===== src/rtl/display_scheduler.sv =====
// -----------------------------------------------------------------------------
// display_scheduler
//
// Sits in front of the four-digit LED driver and owns its 16-bit word.
// Words from the receiver are queued in a small FIFO. Each word is shown for at
// least DWELL_CYCLES clocks before the next queued word replaces it. A
// receiver error takes the display over with ERR_WORD until it is cleared.
// IDLE_WORD (blank) is shown after reset and after an error clear.
//
// Optional build macro: DISPLAY_GAP_EN
//   When defined, a blank gap of GAP_CYCLES clocks (IDLE_WORD) is inserted
//   between two consecutive words. The gap is not inserted when no successor
//   word is waiting; the current word is simply held.
//
// Ports:
//   clk               system clock, all logic on posedge
//   reset             asynchronous active-low reset
//   rx_data           received word
//   rx_valid          one-cycle strobe, rx_data valid this cycle
//   rx_ready          FIFO not full (from the registered count)
//   rx_error          one-cycle receiver error strobe
//   err_clear         one-cycle strobe, clears pending error and overflow
//   signal_to_display registered word to the LED driver
//   fifo_count        words currently buffered
//   overflow          sticky, a push was dropped because the FIFO was full
//   disp_busy         high in SHOW while the dwell count is nonzero, and in GAP
// -----------------------------------------------------------------------------
module display_scheduler #(
  parameter int          DWELL_CYCLES = 1024,
  parameter int          FIFO_DEPTH   = 4,
  parameter logic [15:0] ERR_WORD     = 16'hEEEE,
  parameter logic [15:0] IDLE_WORD    = 16'hFFFF,
  parameter int          GAP_CYCLES   = 64
) (
  input  logic                          clk,
  input  logic                          reset,
  input  logic [15:0]                   rx_data,
  input  logic                          rx_valid,
  output logic                          rx_ready,
  input  logic                          rx_error,
  input  logic                          err_clear,
  output logic [15:0]                   signal_to_display,
  output logic [$clog2(FIFO_DEPTH):0]   fifo_count,
  output logic                          overflow,
  output logic                          disp_busy
);

  localparam int PTR_W  = $clog2(FIFO_DEPTH);
  localparam int FCNT_W = PTR_W + 1;

`ifdef DISPLAY_GAP_EN
  // One counter serves both the dwell and the gap, so it must hold either load.
  localparam int CNT_W = ($clog2(GAP_CYCLES) > $clog2(DWELL_CYCLES)) ?
                         $clog2(GAP_CYCLES) : $clog2(DWELL_CYCLES);
  localparam logic [CNT_W-1:0] GAP_LOAD = CNT_W'(GAP_CYCLES - 1);
`else
  localparam int CNT_W = $clog2(DWELL_CYCLES);
`endif
  localparam logic [CNT_W-1:0] DWELL_LOAD = CNT_W'(DWELL_CYCLES - 1);

  // Elaboration-time parameter sanity checks.
  generate
    if (DWELL_CYCLES < 2) begin : g_bad_dwell
      $error("display_scheduler: DWELL_CYCLES must be >= 2");
    end
    if ((FIFO_DEPTH < 2) || ((FIFO_DEPTH & (FIFO_DEPTH - 1)) != 0)) begin : g_bad_depth
      $error("display_scheduler: FIFO_DEPTH must be a power of 2 and >= 2");
    end
    if (GAP_CYCLES < 1) begin : g_bad_gap
      $error("display_scheduler: GAP_CYCLES must be >= 1");
    end
  endgenerate

`ifdef DISPLAY_GAP_EN
  typedef enum logic [1:0] {ST_IDLE, ST_SHOW, ST_ERROR, ST_GAP} state_t;
`else
  typedef enum logic [1:0] {ST_IDLE, ST_SHOW, ST_ERROR} state_t;
`endif

  state_t             state_reg, state_next;
  logic [CNT_W-1:0]   dwell_reg, dwell_next;
  logic [FCNT_W-1:0]  fifo_count_reg, fifo_count_next;
  logic [PTR_W-1:0]   wr_ptr_reg, rd_ptr_reg;
  logic               err_pending_reg, err_pending_next;
  logic               overflow_reg, overflow_next;
  logic               pop_d_reg;
  logic [15:0]        rd_data_reg;
  logic [15:0]        signal_to_display_reg, signal_to_display_next;
  logic [15:0]        fifo_mem [FIFO_DEPTH];

  logic full, empty, push, pop;

  assign full  = (fifo_count_reg == FCNT_W'(FIFO_DEPTH));
  assign empty = (fifo_count_reg == '0);
  assign push  = rx_valid && !full;

  // ---------------------------------------------------------------------------
  // FIFO storage: no reset, registered read. The read register adds the cycle
  // between the pop decision and the word reaching the display.
  // ---------------------------------------------------------------------------
  always_ff @(posedge clk) begin
    if (push) fifo_mem[wr_ptr_reg] <= rx_data;
    if (pop)  rd_data_reg <= fifo_mem[rd_ptr_reg];
  end

  always_comb begin
    fifo_count_next = fifo_count_reg;
    case ({push, pop})
      2'b10:   fifo_count_next = fifo_count_reg + FCNT_W'(1);
      2'b01:   fifo_count_next = fifo_count_reg - FCNT_W'(1);
      default: fifo_count_next = fifo_count_reg;
    endcase
  end

  // ---------------------------------------------------------------------------
  // Error / overflow latches. A new event in the same cycle as err_clear wins,
  // so nothing that happens on the clear cycle is lost.
  // ---------------------------------------------------------------------------
  always_comb begin
    err_pending_next = err_pending_reg;
    if (err_clear) err_pending_next = 1'b0;
    if (rx_error)  err_pending_next = 1'b1;
  end

  always_comb begin
    overflow_next = overflow_reg;
    if (err_clear)      overflow_next = 1'b0;
    if (rx_valid && full) overflow_next = 1'b1;
  end

  // ---------------------------------------------------------------------------
  // Sequencing FSM and dwell/gap counter.
  // ---------------------------------------------------------------------------
  always_comb begin
    state_next = state_reg;
    dwell_next = (dwell_reg != '0) ? (dwell_reg - CNT_W'(1)) : '0;
    pop        = 1'b0;
    case (state_reg)
      ST_IDLE: begin
        if (err_pending_reg) begin
          state_next = ST_ERROR;
        end else if (!empty) begin
          pop        = 1'b1;
          dwell_next = DWELL_LOAD;
          state_next = ST_SHOW;
        end
      end
      ST_SHOW: begin
        if (err_pending_reg) begin
          state_next = ST_ERROR;
        end else if ((dwell_reg == '0) && !empty) begin
`ifdef DISPLAY_GAP_EN
          dwell_next = GAP_LOAD;
          state_next = ST_GAP;
`else
          pop        = 1'b1;
          dwell_next = DWELL_LOAD;
`endif
        end
      end
`ifdef DISPLAY_GAP_EN
      ST_GAP: begin
        // Nothing pops while in GAP, so the waiting word is still there.
        if (err_pending_reg) begin
          state_next = ST_ERROR;
        end else if (dwell_reg == '0) begin
          pop        = 1'b1;
          dwell_next = DWELL_LOAD;
          state_next = ST_SHOW;
        end
      end
`endif
      ST_ERROR: begin
        if (!err_pending_reg) state_next = ST_IDLE;
      end
      default: state_next = ST_IDLE;
    endcase
  end

  // Display word follows the registered state, one cycle behind it; a popped
  // word lands one cycle after the pop (after the FIFO read register).
  always_comb begin
    signal_to_display_next = signal_to_display_reg;
    if (state_reg == ST_ERROR) begin
      signal_to_display_next = ERR_WORD;
    end else if (pop_d_reg) begin
      signal_to_display_next = rd_data_reg;
    end else if (state_reg == ST_IDLE) begin
      signal_to_display_next = IDLE_WORD;
    end
`ifdef DISPLAY_GAP_EN
    else if (state_reg == ST_GAP) begin
      signal_to_display_next = IDLE_WORD;
    end
`endif
  end

  always_ff @(posedge clk or negedge reset) begin
    if (!reset) begin
      state_reg             <= ST_IDLE;
      dwell_reg             <= '0;
      fifo_count_reg        <= '0;
      wr_ptr_reg            <= '0;
      rd_ptr_reg            <= '0;
      err_pending_reg       <= 1'b0;
      overflow_reg          <= 1'b0;
      pop_d_reg             <= 1'b0;
      signal_to_display_reg <= IDLE_WORD;
    end else begin
      state_reg             <= state_next;
      dwell_reg             <= dwell_next;
      fifo_count_reg        <= fifo_count_next;
      if (push) wr_ptr_reg  <= wr_ptr_reg + PTR_W'(1);
      if (pop)  rd_ptr_reg  <= rd_ptr_reg + PTR_W'(1);
      err_pending_reg       <= err_pending_next;
      overflow_reg          <= overflow_next;
      pop_d_reg             <= pop;
      signal_to_display_reg <= signal_to_display_next;
    end
  end

  assign signal_to_display = signal_to_display_reg;
  assign fifo_count        = fifo_count_reg;
  assign overflow          = overflow_reg;
  assign rx_ready          = !full;
`ifdef DISPLAY_GAP_EN
  assign disp_busy = ((state_reg == ST_SHOW) && (dwell_reg != '0)) ||
                     (state_reg == ST_GAP);
`else
  assign disp_busy = (state_reg == ST_SHOW) && (dwell_reg != '0);
`endif

endmodule


===== config.mk =====
export PLATFORM = sky130hd
export DESIGN_NAME = display_scheduler
export DESIGN_NICKNAME = d
export VERILOG_FILES = /design/src/rtl/display_scheduler.sv
export SDC_FILE = /design/constraint.sdc
export NUM_CORES = 1
export LEC_CHECK = 0
export BUFFER_PORTS_ARGS = -buffer_cell sky130_fd_sc_hd__buf_2
export CORE_MARGIN = 4
export CORE_UTILIZATION = 58
export CTS_CLUSTER_DIAMETER = 150
export DETAILED_ROUTE_END_ITERATION = 8
export PLACE_DENSITY = 0.78
export SETUP_SLACK_MARGIN = 0.4
export SYNTH_ARGS = -nofsm -noshare
export SYNTH_HDL_FRONTEND = slang
export SYNTH_SLANG_ARGS = --single-unit

===== constraint.sdc =====
create_clock -name clk -period 3.35 [get_ports clk]
set_input_delay 0.67 -clock clk [delete_from_list [all_inputs] [get_ports clk]]
set_output_delay 0.67 -clock clk [all_outputs]
set_load 0.05 [all_outputs]

# == Word level (Yosys, flattened, before mapping) ==
# Memory sizes are Yosys's and may differ from the RTL's. A register that Yosys moved wholly into a read port is not among the register bits.
# Index checks and enable logic that the tools add are counted.
# op_classes
muxes,25
reduce_logical,15
add_sub_neg,5
n_eq_ne,8
# ops
op,count
$mux W10,5
$mux W16,3
$pmux W10 S2,1
$logic_not A10 Y1,1
$reduce_bool A10 Y1,1
$sub A10 B1 Y10 const B,1
$mux W1,9
$mux W2,4
$pmux W2 S3,1
$pmux W3 S2,1
$reduce_bool A2 Y1,3
$add A2 B1 Y2 const B,2
$eq A2 B1 Y1 const B,2
$eq A2 B2 Y1 const B,2
$logic_and A1 B1 Y1,4
$ne A2 B2 Y1 const B,2
$add A3 B1 Y3 const B,1
$eq A3 B3 Y1 const B,1
$logic_not A3 Y1,1
$ne A3 B3 Y1 const B,1
$reduce_and A3 Y1,1
$reduce_bool A3 Y1,1
$sub A3 B1 Y3 const B,1
$logic_not A1 Y1,2
other kinds (2),2
# word_totals
elab_cells,63
input_bits,21
memories,1
ramBits,64
register_bits,38
output_inout_bits,22
# mem_list
memory,words,word_bits,read_ports,rd_clocked_by_memory_dff,wr,line_no,rtl
fifo_mem,4,16,1,1,1,89,logic [15:0] fifo_mem [FIFO_DEPTH];

# == Logic depth before layout (Yosys ltp) ==
# logic_depth
depth_word,8
depth_mapped,13
mapped_depth_nobuf,12

# == Worst setup path before layout ==
# Ideal clock, no wire load.
# synth_path
path_type,reg2reg
start,register dwell_reg[0]
end,"register fifo_count_reg[2], in the netlist fifo_count[2]"
synth_period_minus_slack_ns,2.789
setup_ns,0.082
required_time_ns,3.268
arrival_time_ns,2.707
slack_ns,0.561
path_buffers,1
path_stages_with_launch,14
cell_sequence,dfrtp_1 -> inv_1 -> ha_1 -> nor4b_4 -> nand3b_2 -> a21o_1 -> buf_6 -> inv_2 -> ha_1 -> inv_1 -> fa_1 -> xor2_1 -> nor2_1 -> xor2_1
# synth_via
elab_chain_len,7
word_cells_on_any_way,9
cone_classes,eq/ne (2); mux (4); reduce/logical (3)
# synth_lines
element,line_no,rtl
start: declaration,81,"logic [CNT_W-1:0] dwell_reg, dwell_next;"
start signal: assignment,211,dwell_reg <= dwell_next;
$logic_not A10 Y1 *,151,end else if ((dwell_reg == '0) && !empty) begin
$logic_and A1 B1 Y1 *,151,
$mux W1 *,151,
$mux W1 *,149,if (err_pending_reg) begin
$pmux W1 S2 *,138,case (state_reg)
named net pop,91,"logic full, empty, push, pop;"
$eq A2 B1 Y1 or $eq A2 B2 Y1 (tied branches),108,"case ({push, pop})"
$pmux W3 S2 or $reduce_bool A2 Y1 (tied branches),--,
end signal: assignment,212,fifo_count_reg <= fifo_count_next;
end: declaration,82,"logic [FCNT_W-1:0] fifo_count_reg, fifo_count_next;"
# The timed path passes the listed nets; every way through them passes the cells marked *.
# A chain may end at the register's enable or synchronous reset.

# == Worst setup path after layout ==
# layout_path
start,register dwell_reg[0]
end,output port disp_busy
# layout_via
elab_chain_len,2
# layout_lines
element,line_no,rtl
$reduce_bool A10 Y1,230,assign disp_busy = (state_reg == ST_SHOW) && (dwell_reg != '0);
$logic_and A1 B1 Y1,230,
end: declaration,45,output logic disp_busy
# Every way passes these cells.

==> results by stage <==
Status:
- The flow ran to the end, and the final reports show no timing, DRC or antenna violations.

Detailed routing:
- In the routed design, unresolved DRC markers number 0.
- The first detailed-routing pass took 4 iterations.
- The total routed wirelength is 8.01 mm.
- The routed via count divided by cell count is 5.56.
- Detailed routing inserted a total of 2501 vias.
- The count of nets left with antenna violations once routing finished came out at 0.
- The starting DRC count in detailed routing is 190.
- The final routed wire length divided by cell count is 17.8 um.

Clock tree:
- The root buffer cell chosen for the clock tree is sky130_fd_sc_hd__clkbuf_8.
- The H-tree generated during clock tree synthesis spans 4 levels.
- The maximum count of clock buffers along a single path is 2.
- The worst-skew pair later-pin latency is 0.50 ns.
- The clock edge transition at the registers on the reported setup and hold paths is 0.05 ns.
- The clock net sink count is 118.
- The TritonCTS clock tree is built.
- The hold buffer count at CTS is 0.
- In this run, CTS created clock tree buffers numbering 17.

Placement:
- The count of buffers added on input and output ports is 42.
- The final estimated routing congestion in global placement is 0.892.
- The number of placed instances, taps included, is 416.
- The HPWL after detailed placement is 4.93 mm.
- The post-placement cell area is 0.00497 mm2.
- OpenSTA, run right after detailed placement, puts the worst setup slack at 0.479 ns.

Worst setup path:
- In this run the worst setup path begins at dwell_reg[0].
- The worst setup path is of the reg2out kind.
- The worst setup path is captured at a primary output.
- The worst setup path is launched from a flop.
- In this run the worst path has a maximum fanout of 5.
- The arrival time at the worst endpoint is 2.14 ns.
- The required time at the worst-slack endpoint is 2.68 ns.
- In this run the critical register-to-register path is launched from dwell_reg[0].

Layout:
- Once layout is complete, the cells apart from fillers number 450.
- For this run, the share of the core covered by cells in the final layout is 72.3%.
- The layout-stage area growth over the synthesis result is 20.3%.
- The layout filler cell count is 474.
- Of the cells placed in the final design, the portion with a size suffix greater than 1 is 36.2%.
- The antenna diode instance count is 0.
- The net count of the finished layout is 363.
- The flip-flop count of the largest register after layout is 64.
- The area of all placed cells without fillers is 0.00562 mm2.

Die:
- After floorplanning, the core was divided into 32 placement rows.
- The area of the die is 0.00955 mm2.
- The die is 97.7 um tall.
- The initial standard-cell utilization of the core is 60.1%.
- In this run the horizontal extent of the chip is 97.7 um.
- The number of primary I/O pins is 43.
- The floorplan step defined a core boundary enclosing 0.00777 mm2.

Pwr:
- The cell area power density is 897 mW/mm2.
- The leakage power total is 2.07 nW.
- The total chip power is 5.04 mW.
- The worst supply voltage drop on vdd is 456 uV.

Global route:
- The pin count of the biggest net entering global routing is 39.
- The all-layer global routing usage is 18.6%.
- The via count of the first global-routing pass is 2740.
- The number of antenna violations at the first check in global routing is 0.
- The first global-routing pass estimated 13.7 mm of wire.
- The total overflow left after global routing is 0.

Yosys:
- The cell count after synthesis came out at 280.
- The sequential share of the synthesized area is 72.2%.
- In the synthesized netlist the async set-or-reset flop fraction comes to 32.2%.
- The synthesized cell area is 0.00467 mm2.
- The average instance in the mapped netlist occupies 16.7 um2.
- The most frequently used flop master after synthesis is sky130_fd_sc_hd__edfxtp_1.
- Yosys mapped a number of flops with a built-in enable equal to 80.
- Counting flops and latches in the post-synthesis netlist gives 118.
- In this run, distinct cell masters in the synthesized netlist total 39.
- The number of warning messages in the yosys log is 0.
- The number of nets in the synthesized netlist is 308.

Timing:
- Between clock sinks in the finished design, the worst skew comes to 0.00719 ns.
- At the pin with the least slew margin, the transition time is 0.902 ns.
- The achievable clock frequency is 356 MHz.
- The max-slew violation count was 0.
- The final setup slack of the worst path is 0.545 ns.
- The worst pin sits at a relative slew slack of 39.8%.
- Setup repair after global routing left no endpoint under its margin.
- The worst hold-check slack is 0.264 ns.
- The final number of hold-violating endpoints is 0.
- In the final timing run, aggregate negative setup slack is 0 ns.
- The count of endpoints failing setup in the final report is 0.
- For the finished layout, the period the worst path requires is 2.81 ns.
- Dividing the final minimum period by the clock period gives 83.7%.

Job:
- The tool flagged a number of max-cap violations equal to 0.

Hold path:
- The min-delay analysis places its worst path in the category in2async.
[cell usage in the layout (no fill, tap or decap), drive strengths merged, types with 3 or more instances in the layout]
cell	n
mux4	16
o221a	4
clkbuf	19
xor2	5
nor2	20
o21ai	21
clkinvlp	3
inv	11
a21oi	15
nand3	3
bufinv	5
edfxtp	80
nand2	10
ha	6
dfstp	16
nand2b	13
xnor2	6
buf	46
clkinv	4
and3	4
dfrtp	22
[layer usage]
layer / up-vias / share of wire, % / track usage, %
met4: 0 / 1.2 / 8.31
met3: 8 / 6.1 / 6.39
met1: 1261 / 44 / 24.2
met5: - / 0 / 0
li1: 1162 / - / -
met2: 70 / 49 / 28.7
[report_power, final]
group          internal, mW  switching (mW)  leakage [nW]  total, mW
Sequential             1.92           0.207          1.14       2.13
Combinational         0.425           0.589         0.628       1.01
Clock                  1.28           0.615         0.296       1.89
Total                  3.63            1.41          2.07       5.04
[cell usage after synthesis (all sizes together), types with 2 or more instances]
| cell type | number | share of area, % |
|---|---|---|
| a21boi | 2 | 0.32 |
| a21o | 2 | 0.32 |
| a21oi | 15 | 1.6 |
| and3 | 4 | 0.54 |
| buf | 5 | 0.70 |
| clkbuf | 5 | 0.40 |
| dfrtp | 22 | 12 |
| dfstp | 16 | 9.0 |
| edfxtp | 80 | 51 |
| ha | 6 | 1.6 |
| inv | 10 | 0.80 |
| mux2i | 2 | 0.43 |
| mux4 | 16 | 7.7 |
| nand2 | 10 | 0.91 |
| nand2b | 13 | 1.7 |
| nand3 | 3 | 0.32 |
| nor2 | 20 | 1.8 |
| nor3 | 2 | 0.21 |
| nor4 | 2 | 0.27 |
| o21ai | 21 | 2.8 |
| o221a | 4 | 0.96 |
| xnor2 | 6 | 1.1 |
| xor2 | 5 | 0.94 |
[worst max-delay path, cell delays in order (launching register included)]
cell	delay (ns)
sky130_fd_sc_hd__dfrtp_1	0.42
sky130_fd_sc_hd__inv_1	0.10
sky130_fd_sc_hd__ha_1	0.20
sky130_fd_sc_hd__nor4b_4	0.33
sky130_fd_sc_hd__nand3b_2	0.19
sky130_fd_sc_hd__nand2_1	0.11
sky130_fd_sc_hd__nor2_1	0.05
sky130_fd_sc_hd__buf_2	0.23
[cell families after synthesis]
family	Yosys count	share of synthesized area, %
XOR/XNOR	11	2.06
adder cells (fa/ha/maj)	7	2.04
AND/OR/NAND/NOR	58	6.78
multiplexers	19	8.39
buffers and inverters	20	1.90
flip-flops	118	72.2
AO/OA/AOI/OAI	47	6.59
[path summary, 6_finish.rpt]
kind	to	slack, ns	cells after the start
worst max-delay path	disp_busy	0.54	7
worst min-delay path	pop_d_reg	0.26	1
worst max register to register	fifo_count[2]	0.62	12
worst min register to register	overflow	0.49	1
max in group asynchronous	wr_ptr_reg[0]	2.59	1
min in group clk	err_pending_reg	0.36	2
[area by class of cell]
cell class / instances / area, um2 / share of cell area [%]
tap: 102 / 128 / 2.27
inverter: 10 / 37.5 / 0.668
clock inverter: 13 / 204 / 3.63
multi-input combinational: 142 / 1210 / 21.6
timing repair buffer: 46 / 240 / 4.28
clock buffer: 19 / 422 / 7.50
sequential: 118 / 3370 / 60.0
[what timing repair did]
item | in CTS | in global routing
buffers inserted | 0 | 2
endpoints found under the hold margin | 0 | 0
resized for setup | 0 | 2
setup endpoints to repair | 0 | 2
(Power assumes the default switching activity.)
